$ cat src/rtl/div_unit_pkg.sv
// Shared definitions for the multi-cycle EX-stage divider: FSM states,
// the DIV/DIVU funct codes that launch it, and the default operand width.
package div_unit_pkg;

   localparam int DIV_DATA_W = 32;

   localparam logic [5:0] FUNCT_DIV  = 6'b011010;
   localparam logic [5:0] FUNCT_DIVU = 6'b011011;

   typedef enum logic [1:0] {
      DIV_IDLE = 2'd0,
      DIV_BUSY = 2'd1,
      DIV_DONE = 2'd2
   } div_state_t;

   // Decoder-side helper: a HI/LO-writing op with one of these functs drives start_i.
   function automatic logic is_div_funct(input logic [5:0] funct);
      return (funct == FUNCT_DIV) || (funct == FUNCT_DIVU);
   endfunction

endpackage

$ cat src/rtl/div_unit_if.sv
// Pipeline <-> divider handshake: launch/flush controls and operands in,
// {remainder, quotient} result with its ready pulse and the stall request out.
interface div_unit_if #(parameter int DATA_W = 32);

   logic                  start_i;
   logic                  signed_i;
   logic                  annul_i;
   logic [DATA_W-1:0]     opdata1_i;
   logic [DATA_W-1:0]     opdata2_i;
   logic [2*DATA_W-1:0]   result_o;
   logic                  ready_o;
   logic                  stall_o;

   modport master (
      output start_i, signed_i, annul_i, opdata1_i, opdata2_i,
      input  result_o, ready_o, stall_o
   );

   modport slave (
      input  start_i, signed_i, annul_i, opdata1_i, opdata2_i,
      output result_o, ready_o, stall_o
   );

endinterface

$ cat src/rtl/div_unit_neg.sv
// Conditional two's-complement negate, used both to take operand magnitudes
// and to restore the signs of quotient and remainder.
module div_neg #(
   parameter int DATA_W = 32
) (
   input  logic [DATA_W-1:0] din,
   input  logic              neg,
   output logic [DATA_W-1:0] dout
);

   assign dout = neg ? DATA_W'(-din) : din;

endmodule

$ cat src/rtl/div_unit.sv
// Radix-2 restoring divider: one quotient bit per cycle on operand magnitudes,
// sign correction in DONE, stalls the pipeline while the iteration runs.
module div_unit
   import div_unit_pkg::*;
#(
   parameter int DATA_W = DIV_DATA_W,
   parameter int CNT_W  = 6
) (
   input logic       clk,
   input logic       resetn,
   div_unit_if.slave dif
);

   div_state_t            state;
   logic [CNT_W-1:0]      cnt;
   logic [2*DATA_W-1:0]   result_q;

   logic [DATA_W-1:0]     rem;
   logic [DATA_W-1:0]     quo;
   logic [DATA_W-1:0]     dvs;
   logic                  neg_q;
   logic                  neg_r;

   logic [DATA_W-1:0]     abs_a;
   logic [DATA_W-1:0]     abs_b;
   logic [DATA_W-1:0]     quo_fix;
   logic [DATA_W-1:0]     rem_fix;
   logic [DATA_W:0]       shifted;
   logic [DATA_W:0]       trial;
   logic                  accept;
   logic                  last_iter;

   assign accept    = (state == DIV_IDLE) && dif.start_i && !dif.annul_i;
   assign last_iter = (cnt == CNT_W'(DATA_W - 1));

   div_neg #(.DATA_W(DATA_W)) u_abs_a (
      .din  (dif.opdata1_i),
      .neg  (dif.signed_i & dif.opdata1_i[DATA_W-1]),
      .dout (abs_a)
   );

   div_neg #(.DATA_W(DATA_W)) u_abs_b (
      .din  (dif.opdata2_i),
      .neg  (dif.signed_i & dif.opdata2_i[DATA_W-1]),
      .dout (abs_b)
   );

   div_neg #(.DATA_W(DATA_W)) u_fix_q (
      .din  (quo),
      .neg  (neg_q),
      .dout (quo_fix)
   );

   div_neg #(.DATA_W(DATA_W)) u_fix_r (
      .din  (rem),
      .neg  (neg_r),
      .dout (rem_fix)
   );

   // The dividend is shifted out of quo's MSB as quotient bits shift in.
   // rem < divisor keeps trial below 2^DATA_W when non-negative, so its MSB is the borrow.
   assign shifted = {rem, quo[DATA_W-1]};
   assign trial   = shifted - {1'b0, dvs};

   // ---- control: FSM, iteration counter, held result ----
   always_ff @(posedge clk or negedge resetn) begin
      if (!resetn) begin
         state    <= DIV_IDLE;
         cnt      <= '0;
         result_q <= '0;
      end else begin
         case (state)
            DIV_IDLE: begin
               if (accept) begin
                  state <= DIV_BUSY;
                  cnt   <= '0;
               end
            end
            DIV_BUSY: begin
               if (dif.annul_i) begin
                  state <= DIV_IDLE;
               end else if (last_iter) begin
                  state <= DIV_DONE;
               end else begin
                  cnt <= cnt + 1'b1;
               end
            end
            DIV_DONE: begin
               state <= DIV_IDLE;
               if (!dif.annul_i) begin
                  result_q <= {rem_fix, quo_fix};
               end
            end
            default: state <= DIV_IDLE;
         endcase
      end
   end

   // ---- datapath: operand capture and restoring iteration ----
   always_ff @(posedge clk) begin
      if (accept) begin
         rem   <= '0;
         quo   <= abs_a;
         dvs   <= abs_b;
         neg_q <= dif.signed_i & (dif.opdata1_i[DATA_W-1] ^ dif.opdata2_i[DATA_W-1]);
         neg_r <= dif.signed_i & dif.opdata1_i[DATA_W-1];
      end else if (state == DIV_BUSY) begin
         rem <= trial[DATA_W] ? shifted[DATA_W-1:0] : trial[DATA_W-1:0];
         quo <= {quo[DATA_W-2:0], ~trial[DATA_W]};
      end
   end

   // Result is visible in the DONE cycle itself and held afterwards.
   assign dif.ready_o  = (state == DIV_DONE) && !dif.annul_i;
   assign dif.result_o = dif.ready_o ? {rem_fix, quo_fix} : result_q;
   assign dif.stall_o  = accept || (state == DIV_BUSY);

endmodule

$ cat src/flat_wrapper.sv
// flat-port wrapper written by rule: the top's interface ports become plain ports
module div_unit_flat import div_unit_pkg::*;
#(
   parameter int DATA_W = DIV_DATA_W,
   parameter int CNT_W  = 6
)
  (clk, resetn, dif_start_i, dif_signed_i, dif_annul_i, dif_opdata1_i, dif_opdata2_i, dif_result_o, dif_ready_o, dif_stall_o);
  div_unit_if #(.DATA_W(DATA_W)) dif_i ();
  input logic clk;
  input logic resetn;
  input wire logic [$bits(dif_i.start_i)-1:0] dif_start_i;
  input wire logic [$bits(dif_i.signed_i)-1:0] dif_signed_i;
  input wire logic [$bits(dif_i.annul_i)-1:0] dif_annul_i;
  input wire logic [$bits(dif_i.opdata1_i)-1:0] dif_opdata1_i;
  input wire logic [$bits(dif_i.opdata2_i)-1:0] dif_opdata2_i;
  output wire logic [$bits(dif_i.result_o)-1:0] dif_result_o;
  output wire logic [$bits(dif_i.ready_o)-1:0] dif_ready_o;
  output wire logic [$bits(dif_i.stall_o)-1:0] dif_stall_o;
  assign dif_i.start_i = dif_start_i;
  assign dif_i.signed_i = dif_signed_i;
  assign dif_i.annul_i = dif_annul_i;
  assign dif_i.opdata1_i = dif_opdata1_i;
  assign dif_i.opdata2_i = dif_opdata2_i;
  assign dif_result_o = dif_i.result_o;
  assign dif_ready_o = dif_i.ready_o;
  assign dif_stall_o = dif_i.stall_o;
  div_unit #(.DATA_W(DATA_W), .CNT_W(CNT_W)) u_core (.clk(clk), .resetn(resetn), .dif(dif_i));
endmodule
$ cat config.mk
export PLATFORM = sky130hd
export DESIGN_NAME = div_unit_flat
export DESIGN_NICKNAME = d
export VERILOG_FILES = /design/src/rtl/div_unit_pkg.sv /design/src/rtl/div_unit_if.sv /design/src/rtl/div_unit_neg.sv /design/src/rtl/div_unit.sv /design/src/flat_wrapper.sv
export SDC_FILE = /design/constraint.sdc
export NUM_CORES = 1
export LEC_CHECK = 0
export CAP_MARGIN = 15
export CORE_UTILIZATION = 33
export CTS_BUF_LIST = sky130_fd_sc_hd__clkbuf_2
export DETAILED_ROUTE_END_ITERATION = 12
export PLACE_DENSITY = 0.59
export SLEW_MARGIN = 10
export SYNTH_ARGS = -nofsm -noshare
export SYNTH_HDL_FRONTEND = slang
export SYNTH_SLANG_ARGS = --single-unit
$ cat constraint.sdc
create_clock -name clk -period 6.1 [get_ports clk]
set_input_delay 1.525 -clock clk [delete_from_list [all_inputs] [get_ports clk]]
set_output_delay 1.525 -clock clk [all_outputs]
set_load 0.01 [all_outputs]
==> metrics.log, run 1 <==
INFO  metric clkSlewWorstSetupHoldPaths = 240 ps
INFO  metric post_cts_hold_buffer_count = 0
INFO  metric run_status = completed
INFO  metric drt_drc_violations_left = 0
INFO  metric crit_slowest_cell = sky130_fd_sc_hd__or4_4
INFO  metric dominant_combinational_cell_family_by_area_after_synthesis = compound AO/OA/AOI/OAI gates
INFO  metric critical_path.cell_chain = or3_4 -> or4_4 -> or3_1 -> or2_4 -> or3_4 -> or4_4 -> o41ai_2 -> xor2_1 -> a21oi_1 -> dlygate4sd2_1
INFO  metric drive_gt1_frac = 0.0534
INFO  metric report.final.setup_viol = 0
INFO  metric postRouteWirelength = 26,700 um
INFO  metric ir_worst_vdd = 0.000124 V
INFO  metric maximum_number_of_pins_on_one_net_before_global_route_repair = 73
INFO  metric finalMaxSlewViolations = 0
INFO  metric tritoncts = done
INFO  metric worst-slew-pin-transition = 965 ps
INFO  metric synth_instances = 1,187
INFO  metric cp_data_required_time = 4580 ps
INFO  metric cts_made_buffers = 17
INFO  metric maxSlewHeadroom = 0.357
INFO  metric drt_first_pass_iters = 4
INFO  metric nets = 1,407
INFO  metric fraction_of_the_mapped_netlist_area_in_simple_logic_gates = 0.154
INFO  metric num_vias = 8,705
INFO  metric syn-num-nets = 1,294
INFO  metric cts.root.buffer_cell = sky130_fd_sc_hd__clkbuf_2
INFO  metric max_clock_freq = 0.172 GHz
INFO  metric timing.critical_path.fanout_max = 5
INFO  metric grtUsageMet3 = 0.0254
INFO  metric timing_worst_setup_path_type = flop to output port
INFO  metric antenna_left = 0
INFO  metric grtUsageMet2 = 0.264
INFO  metric clock_insertion_delay_worst_skew = 770 ps
INFO  metric worst_hold_class = flop to flop
INFO  metric placed_cell_area = 12,300 um^2
INFO  metric h-tree-depth = 4
INFO  metric rsz_0062_raised_after_global_routing = false
INFO  metric count_of_flip_flops_with_a_built_in_enable_after_synthesis = 66
INFO  metric die-area = 32,800 um^2
INFO  metric filler_cells = 3,185
INFO  metric clock_sink_count = 170
INFO  metric synth-seq-area-share = 0.418
INFO  metric critical_path.endpoint_type = output port
INFO  metric synthDistinctLibCells = 64
INFO  metric fp.dieW = 181 um
INFO  metric synthArstFlopShare = 0.424
INFO  metric grt_use_total = 0.168
INFO  metric finalCritPeriodShare = 0.951
INFO  metric dr.first_iter.drc_count = 450
INFO  metric ys_warn_count = 0
INFO  metric fin_tns_setup = 0 ps
INFO  metric critPathLaunchType = flop
INFO  metric hpwl = 20,400 um
INFO  metric gpl.final_weighted_congestion = 0.901
INFO  metric post_synth_adder_cell_area = 0.0457
INFO  metric synth_xor_area_frac = 0.125
INFO  metric cp.buffers_inverters = 1
INFO  metric design_area = 12,600 um^2
INFO  metric synth_compound_gate_area_share = 0.190
INFO  metric post-route-min-period = 5800 ps
INFO  metric clock_power_share = 0.170
INFO  metric hold_viol = 0
INFO  metric power.sequential.fraction = 0.428
INFO  metric power_switching = 1460 uW
INFO  metric grt_pass1_vias = 8,451
INFO  metric antenna_found_initial = 3
INFO  metric combinationalPowerShare = 0.402
INFO  metric initial_core_util = 0.335
INFO  metric area_growth_from_synthesis_to_layout = 19.1%
INFO  metric fin_total_pwr = 3590 uW
INFO  metric die_height = 181 um
INFO  metric io_buffers = 134
INFO  metric utilization_after_layout = 0.399
INFO  metric synthFlopType = sky130_fd_sc_hd__dfrtp_1
INFO  metric p_leak = 0.00519 uW
INFO  metric post_drt_wl_per_cell = 15.5 um
INFO  metric vias_per_cell = 5.07
INFO  metric synth.ff_latch_count = 170
INFO  metric max-cap-violations = 0
INFO  metric grt_first_pass_wirelength = 44,300 um
INFO  metric rows = 65
INFO  metric global_route_met1_utilization = 0.241
INFO  metric cpLargestDelayFamily = simple AND/OR/NAND/NOR gates
INFO  metric core_region_area = 31,600 um^2
INFO  metric critPathArrivalTime = 4280 ps
INFO  metric grt_most_used_layer = met2
INFO  metric clock_skew = 37.8 ps
INFO  metric cell_area_power_density = 285 nW/um^2
INFO  metric synth.mux.area_fraction = 0.0250
INFO  metric max-clock-path-buffers = 2
INFO  metric grt_remaining_overflow = 0
INFO  metric power_switching_share = 0.406
INFO  metric avgSynthCellArea = 8.91 um^2
INFO  metric internal_power_contribution = 2130 uW
INFO  metric synth_area = 10,600 um^2
INFO  metric critPathMaxStageDelay = 460 ps
INFO  metric design.portCount = 135
layout by cell type (no fill, tap or decap), drive strengths merged, types with 5 or more instances in the layout:
master / instances
ha: 37
buf: 14
nand4: 9
nor4: 13
or3: 8
and3: 6
dfxtp: 32
nand3: 12
a31oi: 5
clkdlybuf4s50: 130
mux2i: 23
inv: 68
a21o: 6
xnor2: 50
nand2b: 9
xor2: 101
edfxtp: 66
nor3: 18
o31ai: 26
a32oi: 9
nor2: 121
o211ai: 5
a21oi: 120
clkbuf: 17
o21ai: 116
o21a: 6
or4: 12
o41ai: 14
nor2b: 9
nand2: 119
o21bai: 6
dfrtp: 72
state kept, by name (all words and copies together), names as in the netlist:
name             count
u_core.result_q     64
u_core.dvs          32
u_core.quo          32
u_core.rem          32
u_core.cnt           6
u_core.state         2
u_core.neg_q         1
u_core.neg_r         1
per-layer routing:
| layer | part of all wire | wire length (um) |
|---|---|---|
| met1 | 0.49 | 13100 |
| met2 | 0.45 | 12000 |
| met3 | 0.050 | 1330 |
| met4 | 0.0099 | 263 |
| met5 | 0 | 0 |
path summary, 6_finish.rpt:
kind                                        to  depth (start not counted)      startpoint  slack (ps)
max                           dif_result_o[61]                         10   u_core.rem[8]         300
min                              u_core.rem[8]                          2   u_core.rem[8]         520
max reg2reg                     u_core.rem[26]                         12  u_core.quo[31]        1900
min reg2reg                      u_core.rem[8]                          2   u_core.rem[8]         520
max in group asynchronous  u_core.result_q[63]                          1          resetn        4580
min in group asynchronous  u_core.result_q[30]                          1          resetn         850
final cells by class:
type / instances / area, um^2 / area share
multi-input cells: 905 / 5750 / 0.456
diodes: 3 / 7.51 / 0.000596
repair buffers: 147 / 1460 / 0.116
flip-flops and latches: 170 / 4430 / 0.352
clock inverters: 14 / 139 / 0.0110
inverters: 59 / 221 / 0.0176
well taps: 402 / 503 / 0.0399
clock buffers: 17 / 85.1 / 0.00676
power groups by stage:
stage                     combinational (uW)  clock (uW)  sequential (uW)
final                                   1440         613             1540
after global routing                    1630         691             1560
after CTS                               1450         637             1530
after detailed placement                1440           0             1550
after global placement                  1430           0             1550
after floorplan                         1080           0             1480
tightest hold or removal path: stages, from the launching register on:
cell                      delay (ps)
sky130_fd_sc_hd__dfxtp_2         400
sky130_fd_sc_hd__nand2_1          50
sky130_fd_sc_hd__o21ai_0          60
cell families after synthesis:
logic type               after synthesis
XOR/XNOR                             151
buffers and inverters                112
multiplexers                          26
adder cells (fa/ha/maj)               38
flip-flops                           170
AO/OA/AOI/OAI                        337
AND/OR/NAND/NOR                      353
Yosys cell counts (all sizes together), types with 18 or more instances:
master  instances  share of area
a21oi         120          0.057
clkbuf         45          0.017
dfrtp          72           0.17
dfxtp          32          0.061
edfxtp         66           0.19
ha             37          0.044
inv            59          0.021
mux2i          23          0.022
nand2         119          0.042
nor2          121          0.043
nor3           18         0.0085
o21ai         116          0.055
o31ai          26          0.019
xnor2          50          0.041
xor2          101          0.084
through the flow:
step	std cells	hold WS (ps)	worst slack [ps]
final	1717	520	299
after global routing	1716	541	7.24
after CTS	1714	527	22.5
after detailed placement	1683	486	779
after global placement	1683	481	822
after floorplan	1187	480	1190
repair_timing:
action / 4_1_cts / 5_1_grt
endpoints found under the hold margin: 0 / 0
endpoints found under the setup margin: 3 / 5
resized for setup: 6 / 4
gates cloned: 0 / 0
buffers inserted: 0 / 0
Power figures use the tool's default switching activity.
==> run 2: changes to the inputs <==
==> constraint.sdc (replaced) <==
create_clock -name clk -period 6.1 [get_ports clk]
set_input_delay 1.525 -clock clk [delete_from_list [all_inputs] [get_ports clk]]
set_output_delay 1.525 -clock clk [all_outputs]
set_load 0.1 [all_outputs]
==> metrics.log, run 2 (synthesis results as in run 1) <==
INFO  metric clkSlewWorstSetupHoldPaths = 290 ps (+50 ps)
INFO  metric worst-slew-pin-transition = 1010 ps (+45.0 ps)
INFO  metric p_leak = 0.00542 uW (+4.5%)
INFO  metric finalMaxSlewViolations = 0 (unchanged)
INFO  metric die-area = 32,800 um^2 (unchanged)
INFO  metric max_clock_freq = 0.171 GHz (-0.81%)
INFO  metric worst_hold_class = flop to flop
INFO  metric gpl.final_weighted_congestion = 0.864 (-4.1%)
INFO  metric filler_cells = 3,118 (-2.1%)
INFO  metric die_height = 181 um (unchanged)
INFO  metric cell_area_power_density = 273 nW/um^2 (-4.5%)
INFO  metric maximum_number_of_pins_on_one_net_before_global_route_repair = 73 (unchanged)
INFO  metric maxSlewHeadroom = 0.327 (-0.0300)
INFO  metric run_status = completed
INFO  metric fin_tns_setup = 0 ps (unchanged)
INFO  metric clock_skew = 54.4 ps (+16.6 ps)
INFO  metric crit_slowest_cell = sky130_fd_sc_hd__or4_4
INFO  metric cts.root.buffer_cell = sky130_fd_sc_hd__clkbuf_2
INFO  metric initial_core_util = 0.335 (unchanged)
INFO  metric cp_data_required_time = 4580 ps (about the same)
INFO  metric clock_insertion_delay_worst_skew = 770 ps (about the same)
INFO  metric cts_made_buffers = 17 (unchanged)
INFO  metric antenna_left = 0 (unchanged)
INFO  metric grt_use_total = 0.168 (-0.000233)
INFO  metric number_of_flip_flops_in_the_largest_register = 64 (unchanged)
INFO  metric stdcell_count = 1,713 (-0.23%)
INFO  metric layout_commonest_cell = sky130_fd_sc_hd__nor2_1
INFO  metric grt_pass1_vias = 8,281 (-2.0%)
INFO  metric post_cts_hold_buffer_count = 0 (unchanged)
INFO  metric timing.critical_path.fanout_max = 5 (unchanged)
INFO  metric ir_worst_vdd = 0.000118 V (-4.7%)
INFO  metric design.portCount = 135 (unchanged)
INFO  metric io_buffers = 134 (unchanged)
INFO  metric core_region_area = 31,600 um^2 (unchanged)
INFO  metric critical_path.endpoint_type = output port
INFO  metric finalCritPeriodShare = 0.959 (+0.00775)
INFO  metric nets = 1,404 (-0.21%)
INFO  metric area_growth_from_synthesis_to_layout = 23.8%
INFO  metric dr.first_iter.drc_count = 571 (+27%)
INFO  metric layout.cells.most_common_list = sky130_fd_sc_hd__nor2_1 (120), sky130_fd_sc_hd__nand2_1 (119), sky130_fd_sc_hd__a21oi_1 (119)
INFO  metric critPathArrivalTime = 4320 ps (+40 ps)
INFO  metric vias_per_cell = 5.07 (about the same)
INFO  metric timing_worst_setup_path_type = flop to output port
INFO  metric grt_first_pass_wirelength = 43,800 um (-1.0%)
INFO  metric hold_viol = 0 (unchanged)
INFO  metric tritoncts = done
INFO  metric h-tree-depth = 4 (unchanged)
INFO  metric max-cap-violations = 0 (unchanged)
INFO  metric hpwl = 20,800 um (+1.8%)
INFO  metric largest-register = u_core.result_q
INFO  metric antenna_found_initial = 2 (-1)
INFO  metric post_drt_wl_per_cell = 15.8 um (+1.7%)
INFO  metric postRouteWirelength = 27,000 um (+1.4%)
INFO  metric critPathLaunchType = flop
INFO  metric post-route-min-period = 5850 ps (+47.3 ps)
INFO  metric drt_first_pass_iters = 5 (+1)
INFO  metric num_vias = 8,689 (-0.18%)
INFO  metric drive_gt1_frac = 0.0992 (+0.0459)
INFO  metric report.final.setup_viol = 0 (unchanged)
INFO  metric clock_sink_count = 170 (unchanged)
INFO  metric max-clock-path-buffers = 2 (unchanged)
INFO  metric critical_path.cell_chain = or3_4 -> or4_4 -> or3_1 -> or2_4 -> or3_4 -> or4_4 -> o31ai_2 -> xor2_1 -> a21oi_1 -> buf_6
INFO  metric cts_setup_buffers = 0 (unchanged)
INFO  metric rsz_0062_raised_after_global_routing = false
INFO  metric final.hold.worst_slack = 534 ps (+13.9 ps)
INFO  metric drt_drc_violations_left = 0 (unchanged)
INFO  metric fin_total_pwr = 3570 uW (-0.70%)
INFO  metric fp.dieW = 181 um (unchanged)
INFO  metric critPathMaxStageDelay = 470 ps (about the same)
INFO  metric grt_remaining_overflow = 0 (unchanged)
INFO  metric rows = 65 (unchanged)
INFO  metric number_of_placed_cells_counting_well_taps = 1,680 (-0.18%)
-- run 2: cell count changes in the layout (fill, tap and decap cells not counted), moves of 5 or more --
cell / change
sky130_fd_sc_hd__clkdlybuf4s50_1: -63
sky130_fd_sc_hd__buf_12: +56
sky130_fd_sc_hd__clkinv_4: +6
sky130_fd_sc_hd__buf_4: +5
-- run 2: critical path: cells and delay by family, from the launching register on --
family                 cells  cell delay, ps
AO/OA/AOI/OAI              2             470
XOR/XNOR                   1              90
buffers and inverters      1             270
flip-flops                 1             430
AND/OR/NAND/NOR            6            2300
-- run 2: final cells by class --
type / instances / area, um^2 / share of cell area
clock inverter: 14 / 136 / 0.0104
inverter: 59 / 221 / 0.0169
timing repair buffer: 144 / 1980 / 0.151
antenna: 1 / 2.50 / 0.000191
multi-input combinational: 905 / 5730 / 0.438
tap: 402 / 503 / 0.0384
clock buffer: 18 / 90.1 / 0.00688
sequential: 170 / 4430 / 0.338
-- run 2: metrics by stage --
stage	area, um^2	setup WS [ps]	utilization
floorplan	10600	201	-
global placement	12900	1080	0.407
detailed placement	12900	1040	0.407
CTS	13100	98.6	0.414
global route	13100	6.05	0.415
finish	13100	252	0.415
-- run 2: final timing paths --
check                           depth (start not counted)           from                  end  slack (ps)
min in group asynchronous                               1         resetn  u_core.result_q[32]         840
worst min register to register                          2  u_core.rem[7]        u_core.rem[7]         530
max in group asynchronous                               1         resetn  u_core.result_q[59]        4600
worst min-delay path                                    2  u_core.rem[7]        u_core.rem[7]         530
worst max register to register                         11  u_core.dvs[0]       u_core.rem[31]        1930
worst max-delay path                                   10  u_core.rem[8]     dif_result_o[63]         250
-- run 2: what timing repair did --
item                       in CTS  in global routing
setup endpoints to repair       0                  2
hold endpoints to repair        0                  0
gates resized for setup         0                  4
-- run 2: power by group --
group	internal, uW	leakage [uW]	switching, uW	total, uW
sequential	1330	0.00190	207	1540
clock	160	0.000142	436	596
combinational	613	0.00338	822	1430
-- run 2: routing by layer --
layer / vias up / share of wire / global-route usage
li1: 4433 / - / -
met3: 25 / 0.033 / 0.0230
met4: 0 / 0.014 / 0.0498
met1: 4046 / 0.49 / 0.233
met2: 185 / 0.46 / 0.270
met5: - / 0 / 0
==> run 3: changes to the inputs <==
--- a/config.mk
+++ b/config.mk
@@ -9,8 +9,10 @@
 export CORE_UTILIZATION = 33
 export CTS_BUF_LIST = sky130_fd_sc_hd__clkbuf_2
 export DETAILED_ROUTE_END_ITERATION = 12
+export HOLD_SLACK_MARGIN = 0.08
 export PLACE_DENSITY = 0.59
 export SLEW_MARGIN = 10
 export SYNTH_ARGS = -nofsm -noshare
 export SYNTH_HDL_FRONTEND = slang
 export SYNTH_SLANG_ARGS = --single-unit
+export TNS_END_PERCENT = 50
==> results of run 3 <==
No change in the layout: final DEF, timing and power equal those of run 2.
